==> src/rtl/divi_pkg.sv <==
// rtl/divi_pkg.sv - shared widths, FSM state type and divide-by-zero result constants for divi_core
//
// Purpose : common definitions imported by divi_step and divi_core.
// Contents: DIVI_DIVIDEND_W / DIVI_DIVISOR_W operand widths, iteration counter width,
//           divi_state_e (IDLE, BUSY), and the fixed results reported for a zero divisor.
package divi_pkg;

    localparam int DIVI_DIVIDEND_W = 25;
    localparam int DIVI_DIVISOR_W  = 16;
    localparam int DIVI_CNT_W      = $clog2(DIVI_DIVIDEND_W);

    typedef enum logic {
        IDLE = 1'b0,
        BUSY = 1'b1
    } divi_state_e;

    // Results forced on a zero divisor so they do not depend on the dividend.
    localparam logic [DIVI_DIVIDEND_W-1:0] DIVI_DIV0_QUOT = '1;
    localparam logic [DIVI_DIVISOR_W-1:0]  DIVI_DIV0_FRAC = '0;

endpackage

==> src/rtl/divi_step.sv <==
// rtl/divi_step.sv - one combinational radix-2 restoring division step
//
// Purpose : shifts the next dividend bit into the partial remainder and subtracts the
//           divisor when it fits, yielding one quotient bit.
// Ports   : rem_in   [DIVISOR_W:0]   partial remainder before the step
//           bit_in                   next dividend bit (MSB first)
//           divisor  [DIVISOR_W-1:0] divisor
//           rem_out  [DIVISOR_W:0]   partial remainder after the step
//           q_bit                    quotient bit produced by this step
module divi_step
    import divi_pkg::*;
#(
    parameter int DIVISOR_W = DIVI_DIVISOR_W
) (
    input  logic [DIVISOR_W:0]   rem_in,
    input  logic                 bit_in,
    input  logic [DIVISOR_W-1:0] divisor,
    output logic [DIVISOR_W:0]   rem_out,
    output logic                 q_bit
);

    logic [DIVISOR_W+1:0] rem_shift;
    logic [DIVISOR_W:0]   rem_diff;

    always_comb begin
        rem_shift = {rem_in, bit_in};
        q_bit     = (rem_shift >= {2'b00, divisor});
        // When the divisor fits, the difference is below 2**(DIVISOR_W+1), so the
        // subtraction can be done on the low DIVISOR_W+1 bits alone.
        rem_diff  = rem_shift[DIVISOR_W:0] - {1'b0, divisor};
        rem_out   = q_bit ? rem_diff : rem_shift[DIVISOR_W:0];
    end

endmodule

==> src/rtl/divi_core.sv <==
// rtl/divi_core.sv - iterative unsigned 25/16 restoring divider, one quotient bit per clock
//
// Purpose : samples dividend/divisor on every edge while idle, then spends DIVIDEND_W
//           edges in BUSY producing quotient and remainder (fractional), MSB first.
// Ports   : sys_clk     system clock, rising edge
//           sys_rst     synchronous active-high reset
//           dividend    [DIVIDEND_W-1:0] unsigned dividend, sampled only while rfd=1
//           divisor     [DIVISOR_W-1:0]  unsigned divisor, sampled only while rfd=1
//           quotient    [DIVIDEND_W-1:0] registered quotient of last completed division
//           fractional  [DIVISOR_W-1:0]  registered remainder of last completed division
//           rfd         ready-for-data, high while idle
//           div_by_zero (only with DIVI_DIV0_FLAG_EN) set when the finished division had divisor 0
// Options : define DIVI_DIV0_FLAG_EN to add the div_by_zero output.
module divi_core
    import divi_pkg::*;
#(
    parameter int DIVIDEND_W = DIVI_DIVIDEND_W,
    parameter int DIVISOR_W  = DIVI_DIVISOR_W
) (
    input  logic                  sys_clk,
    input  logic                  sys_rst,
    input  logic [DIVIDEND_W-1:0] dividend,
    input  logic [DIVISOR_W-1:0]  divisor,
    output logic [DIVIDEND_W-1:0] quotient,
    output logic [DIVISOR_W-1:0]  fractional,
`ifdef DIVI_DIV0_FLAG_EN
    output logic                  div_by_zero,
`endif
    output logic                  rfd
);

    localparam int              CNT_W    = $clog2(DIVIDEND_W);
    localparam logic [CNT_W-1:0] CNT_LAST = CNT_W'(DIVIDEND_W - 1);
    localparam logic [CNT_W-1:0] CNT_ONE  = CNT_W'(1);

    divi_state_e             state_q, state_d;
    logic [CNT_W-1:0]        cnt_q, cnt_d;
    logic [DIVIDEND_W-1:0]   dvd_q, dvd_d;      // dividend, shifted left once per step
    logic [DIVISOR_W-1:0]    dvs_q, dvs_d;
    logic [DIVISOR_W:0]      rem_q, rem_d;      // one extra bit so divisor=all-ones cannot overflow
    logic [DIVIDEND_W-1:0]   quo_q, quo_d;
    logic [DIVIDEND_W-1:0]   quotient_q, quotient_d;
    logic [DIVISOR_W-1:0]    fractional_q, fractional_d;
    logic                    rfd_q, rfd_d;
    logic                    dbz_q, dbz_d;

    logic [DIVISOR_W:0]      step_rem;
    logic                    step_bit;

    divi_step #(
        .DIVISOR_W (DIVISOR_W)
    ) u_step (
        .rem_in  (rem_q),
        .bit_in  (dvd_q[DIVIDEND_W-1]),
        .divisor (dvs_q),
        .rem_out (step_rem),
        .q_bit   (step_bit)
    );

    always_comb begin
        state_d      = state_q;
        cnt_d        = cnt_q;
        dvd_d        = dvd_q;
        dvs_d        = dvs_q;
        rem_d        = rem_q;
        quo_d        = quo_q;
        quotient_d   = quotient_q;
        fractional_d = fractional_q;
        rfd_d        = rfd_q;
        dbz_d        = dbz_q;

        case (state_q)
            IDLE: begin
                dvd_d   = dividend;
                dvs_d   = divisor;
                rem_d   = '0;
                quo_d   = '0;
                cnt_d   = CNT_LAST;
                state_d = BUSY;
                rfd_d   = 1'b0;
            end
            BUSY: begin
                rem_d = step_rem;
                quo_d = {quo_q[DIVIDEND_W-2:0], step_bit};
                dvd_d = {dvd_q[DIVIDEND_W-2:0], 1'b0};
                cnt_d = cnt_q - CNT_ONE;
                if (cnt_q == '0) begin
                    state_d = IDLE;
                    rfd_d   = 1'b1;
                    // A zero divisor makes every step "fit", so the natural quotient is
                    // already all ones, but the remainder would echo dividend bits; both
                    // are forced so the result is well defined.
                    if (dvs_q == '0) begin
                        quotient_d   = DIVI_DIV0_QUOT;
                        fractional_d = DIVI_DIV0_FRAC;
                        dbz_d        = 1'b1;
                    end else begin
                        quotient_d   = {quo_q[DIVIDEND_W-2:0], step_bit};
                        fractional_d = step_rem[DIVISOR_W-1:0];
                        dbz_d        = 1'b0;
                    end
                end
            end
            default: begin
                state_d = IDLE;
                rfd_d   = 1'b1;
            end
        endcase
    end

    always_ff @(posedge sys_clk) begin
        if (sys_rst) begin
            state_q      <= IDLE;
            cnt_q        <= '0;
            dvd_q        <= '0;
            dvs_q        <= '0;
            rem_q        <= '0;
            quo_q        <= '0;
            quotient_q   <= '0;
            fractional_q <= '0;
            rfd_q        <= 1'b1;
            dbz_q        <= 1'b0;
        end else begin
            state_q      <= state_d;
            cnt_q        <= cnt_d;
            dvd_q        <= dvd_d;
            dvs_q        <= dvs_d;
            rem_q        <= rem_d;
            quo_q        <= quo_d;
            quotient_q   <= quotient_d;
            fractional_q <= fractional_d;
            rfd_q        <= rfd_d;
            dbz_q        <= dbz_d;
        end
    end

    assign quotient   = quotient_q;
    assign fractional = fractional_q;
    assign rfd        = rfd_q;

`ifdef DIVI_DIV0_FLAG_EN
    assign div_by_zero = dbz_q;
`else
    logic unused_dbz;
    assign unused_dbz = dbz_q;
`endif

endmodule

==> config.mk <==
export PLATFORM = sky130hd
export DESIGN_NAME = divi_core
export DESIGN_NICKNAME = d
export VERILOG_FILES = /design/src/rtl/divi_pkg.sv /design/src/rtl/divi_step.sv /design/src/rtl/divi_core.sv
export SDC_FILE = /design/constraint.sdc
export NUM_CORES = 1
export LEC_CHECK = 0
export CAP_MARGIN = 0
export CORE_UTILIZATION = 53
export DETAILED_ROUTE_END_ITERATION = 10
export GPL_ROUTABILITY_DRIVEN = 0
export HOLD_SLACK_MARGIN = 0.08
export PLACE_DENSITY = 0.89
export SYNTH_ARGS = -nofsm -noshare
export SYNTH_HDL_FRONTEND = slang
export SYNTH_SLANG_ARGS = --single-unit
==> constraint.sdc <==
create_clock -name sys_clk -period 2.88 [get_ports sys_clk]
set_clock_uncertainty 0.15 [all_clocks]
set_input_delay 0.576 -clock sys_clk [delete_from_list [all_inputs] [get_ports sys_clk]]
set_output_delay 0.576 -clock sys_clk [all_outputs]
set_load 0.01 [all_outputs]
# Word level (Yosys, flattened, before mapping)
# Cells that the tools add are included.
# word_totals
regBits	130
in_bits	43
output_inout_bits	42
elab_cells	28
# op_classes
addsub	2
order_cmp	1
n_eq_ne	1
muxes	11
bitwise_logic	1
reduce_logical	3
# op_table
op	count
$pmux W25 S2	1
$pmux W24 S2	1
$pmux W17 S2	1
$mux W25	1
$ge A18 B16 Y1	1
$mux W17	1
$sub A17 B16 Y17	1
$logic_not A16 Y1	1
$mux W16	1
$pmux W5 S2	1
$logic_not A5 Y1	1
$sub A5 B1 Y5 const B	1
$pmux W1 S2	2
$mux W1	2
$ne A2 B1 Y1 const B	1
$reduce_and A2 Y1	1
$not A1 Y1	1

# Logic depth before layout (Yosys ltp)
# logic_depth
word_depth	3
ltp_mapped	11
depth_no_buf	10

# By module
# From an unflattened synthesis, not the netlist that was laid out.
# unflattened
cells_unflattened	559
hier_area_um2	5373.9
# by_module_without_submodules
mod	instances	cells_per_inst	area_each_um2	seq_area_each_um2
divi_core	1	400	4305.4	2602.5
divi_step	1	159	1068.5	0.0

# Worst setup path before layout
# OpenSTA, ideal clock, no wires.
# synth_timing
path_kind	reg2reg
start	register dvs_q[13]
end	register rem_q[16]
setup_time_ns	0.059
arrival_ns	2.349
required_ns	2.671
slack_ns	0.322
path_stages_with_launch	10
n_path_buf	1
synth_period_minus_slack_ns	2.558
cell_sequence	dfxtp_1 > inv_1 > ha_1 > clkbuf_2 > nand4_2 > or4_1 > o31a_1 > and3_4 > or4_1 > nand2_1
# synth_between
elab_chain_cells	3
word_cells_on_any_way	4
cone_classes	add/sub: 1; order compare: 1; mux: 2
# synth_rtl
item	line	source
start, declared	divi_core.sv:39	logic [DIVISOR_W-1:0] dvs_q, dvs_d;
start signal, assigned	divi_core.sv:127	dvs_q <= dvs_d;
$sub A17 B16 Y17 or $ge A18 B16 Y1 (tied branches)	divi_step.sv:30, divi_step.sv:27	
$mux W17 *	divi_step.sv:31	rem_out = q_bit ? rem_diff : rem_shift[DIVISOR_W:0];
$pmux W17 S2 *	divi_core.sv:72	case (state_q)
end signal, assigned	divi_core.sv:128	rem_q <= rem_d;
end, declared	divi_core.sv:40	logic [DIVISOR_W:0] rem_q, rem_d;
# Mark *: on every way between the ends. The rest lies on a longest branch, timed or not.
# A chain may end at the register's enable or synchronous reset.

# Final worst setup path
# layout_timing
start	register dvd_q[24]
end	register fractional_q[14] (netlist: fractional[14])
# layout_between
elab_chain_cells	3
word_cells_on_any_way	4
cone_classes	add/sub: 1; order compare: 1; mux: 2
# layout_rtl
item	line	source
start, declared	divi_core.sv:38	logic [DIVIDEND_W-1:0] dvd_q, dvd_d;
start signal, assigned	divi_core.sv:126	dvd_q <= dvd_d;
$sub A17 B16 Y17 or $ge A18 B16 Y1 (tied branches)	divi_step.sv:30, divi_step.sv:27	
$mux W17 *	divi_step.sv:31	
$mux W16 *	divi_core.sv:93	if (dvs_q == '0) begin
end signal, assigned	divi_core.sv:131	fractional_q <= fractional_d;
end, declared	divi_core.sv:43	logic [DIVISOR_W-1:0] fractional_q, fractional_d;
# Marks and branches as above.

==> results.cfg <==
[outcome]
status = complete, no violations

[worst_setup_path]
cpMaxStageDelayCell = fa_1
crit_path_start_kind = register
cp_cell_sequence = inv_1 -> ha_1 -> inv_1 -> fa_1 -> a21oi_2 -> o21ai_2 -> a311oi_2 -> a21oi_1 -> or3_1 -> a32o_1
slowest_delay_ns = 0.43
worstReg2RegStart = dvd_q[24]
path_buf_inv = 2
critical_path_arrival_ns = 3.05
cp.required_ns = 3.14
reg2reg_slack_ns = 0.09
path_class = register to register
crit_path_end_kind = register
r2r_end = fractional[14]
path_delay_family = compound AO/OA/AOI/OAI gates
cpMostUsedCell = inv_1
r2r_cells = 10
path_max_fanout = 5
critical_path_depth = 10

[logic_synthesis]
yosysWarningCount = 0
synth_edf_count = 0
synthFlopType = dfxtp_1
async_flop_share = 0
syn_inst = 576
syn-num-nets = 638
synth_area_um2 = 5260
synth_area_per_cell_um2 = 9.13
synth_cell_types = 53
synth_seq_area_share = 0.495
ys_ff_latch = 130

[timing]
slew_headroom = 0.158
tightest_slew_ns = 1.26
setup_viol = 0
drv_slew = 0
fin_tns_setup_ns = 0
fin_crit_sh = 0.969
period_needed_ns = 2.79
worst_slack_ns = 0.0901
hold_violations = 0
fmax_ghz = 0.358

[route]
routedWlPerCell_um = 16.3
routed.top_layer = met4
viasPerCell = 5.63
drt-initial-drc-count = 279
num_vias = 4536
wl_um = 13200
wl_met1_um = 5290
first_pass_iters = 5
drc = 0
drtAntennaViolNets = 0
route.met3.wl_um = 1050
wl_met2_um = 6450

[global_route]
overflow = 0
grt_use_total = 0.271
grt_pass1_vias = 4518
antenna_found_initial = 0
grt_pass1_wl_um = 21500
grt_max_degree = 48

[clock_tree]
htree_levels = 4
cts-root-buf = clkbuf_8
cts_max_path_buffers = 2
hold_buffers = 0
cts_sinks = 130
insertion_delay_ns = 0.52
clk_pin_slew_ns = 0.06
numCtsBuffers = 17
cts_tree = done

[floorplan]
initial_core_util = 0.558
core_um2 = 9420
die_y_um = 102
rows = 35
die-width_um = 102
boundaryPins = 85
die_area_um2 = 10300

[power_and_ir_drop]
p_leak_nw = 2.86
peakVddDrop_mv = 0.674
cellPowerDensity_nw_per_um2 = 1060

[place]
dp.final_hpwl_um = 8520
post_dp_cell_area_um2 = 6250
pre_cts_ws_ns = 0.0427
io_buffers = 84

[hold_path]
worst_hold_path.endpoint = fractional[5]
whs_path_depth = 2
worstHoldStart = fractional[5]
worstHoldPathType = register to register

[finish]
syn_to_final_growth_pct = 31.9
multiInputGateArea_um2 = 2540
fillers = 569
seq_area_um2 = 2610
drive_gt1_frac = 0.0975
finish.instance_area_um2 = 6930
layout_common_cells = dfxtp_1, nor2_1, clkdlybuf4s50_1
layout.nets = 726
final_common_cell = dfxtp_1
diodes = 0

[flow_run]
cap_violations = 0
==> timing repair <==
item                                    4_1_cts  5_1_grt
endpoints found under the hold margin         0        0
setup buffers                                 0        0
endpoints found under the setup margin        0       29
gates resized for setup                       0       18
==> metal layers <==
layer / global-route usage / up-vias
li1: - / 2147
met1: 0.319 / 2135
met2: 0.456 / 211
met3: 0.0856 / 43
met4: 0.118 / 0
met5: 0 / -
==> registers in the layout (all words and copies together), names as in the netlist <==
signal	flops
dvd_q	25
rfd	1
quotient	25
dvs_q	16
quo_q	24
fractional	16
cnt_q	5
rem_q	17
state_q	1
==> cell usage after synthesis, drive strengths merged (2+ instances only) <==
master / instances / area (um2)
nor4: 5 / 31.3
o211ai: 7 / 52.6
and2: 25 / 156
xor2: 5 / 43.8
nor2: 120 / 450
o31ai: 4 / 30.0
and3: 4 / 30.0
a211oi: 4 / 30.0
a21o: 3 / 22.5
nor3: 28 / 140
o21ai: 23 / 115
nand3: 2 / 10.0
a21oi: 26 / 130
nor2b: 3 / 18.8
dfxtp: 130 / 2600
buf: 9 / 41.3
o21a: 4 / 30.0
ha: 18 / 225
inv: 22 / 82.6
a32oi: 4 / 35.0
nand2b: 4 / 25.0
a2111oi: 2 / 23.8
mux2i: 49 / 490
or4: 2 / 15.0
nand4: 3 / 25.0
o21bai: 2 / 15.0
clkbuf: 20 / 76.3
nand2: 24 / 90.1
xnor2: 7 / 61.3
==> worst register-to-register path, stage by stage, from the launching register on <==
cell	delay, ns
dfxtp_1	0.34
inv_1	0.10
ha_1	0.19
inv_1	0.07
fa_1	0.43
a21oi_2	0.21
o21ai_2	0.12
a311oi_2	0.34
a21oi_1	0.12
or3_1	0.37
a32o_1	0.24
==> report_power, final <==
part           switching [W]  internal [W]
combinational        0.00169       0.00137
sequential          0.000155       0.00202
clock               0.000855       0.00128
total                0.00270       0.00467
==> how the worst max path moves through the flow <==
stage                                 to  slack, ns  startpoint
final                     fractional[14]       0.09   dvd_q[24]
after global routing       fractional[4]      -0.01   dvs_q[10]
after CTS                 fractional[14]      0.005   dvd_q[24]
after detailed placement   fractional[4]       0.04   dvs_q[15]
after global placement    fractional[14]       0.17    dvs_q[0]
after floorplan                rem_q[16]       0.32   dvs_q[13]
==> area by class of cell <==
type | instances | share of cell area
flip-flops and latches | 130 | 0.376
multi-input cells | 395 | 0.366
well taps | 129 | 0.0233
repair buffers | 98 | 0.138
inverters | 22 | 0.0119
clock buffers | 18 | 0.0617
clock inverters | 14 | 0.0236
==> through the flow <==
step / util / hold slack, ns / instances / total power (W)
after floorplan: - / 0.263 / 576 / 0.00417
after global placement: 0.664 / 0.278 / 774 / 0.00485
after detailed placement: 0.664 / 0.295 / 774 / 0.00494
after CTS: 0.727 / 0.312 / 806 / 0.00712
after global routing: 0.736 / 0.322 / 806 / 0.00775
final: 0.736 / 0.312 / 806 / 0.00737
==> kinds of logic (layout without fill, tap and decap cells) <==
group | count (synthesis) | in the layout | synth area share
AND/OR/NAND/NOR | 227 | 227 | 0.199
AO/OA/AOI/OAI | 88 | 88 | 0.108
XOR/XNOR | 12 | 12 | 0.0200
flip-flops | 130 | 130 | 0.495
multiplexers | 49 | 49 | 0.0933
adder cells (fa/ha/maj) | 19 | 19 | 0.0467
buffers and inverters | 51 | 152 | 0.0381
Note: power is estimated with default switching activity, not from simulation.
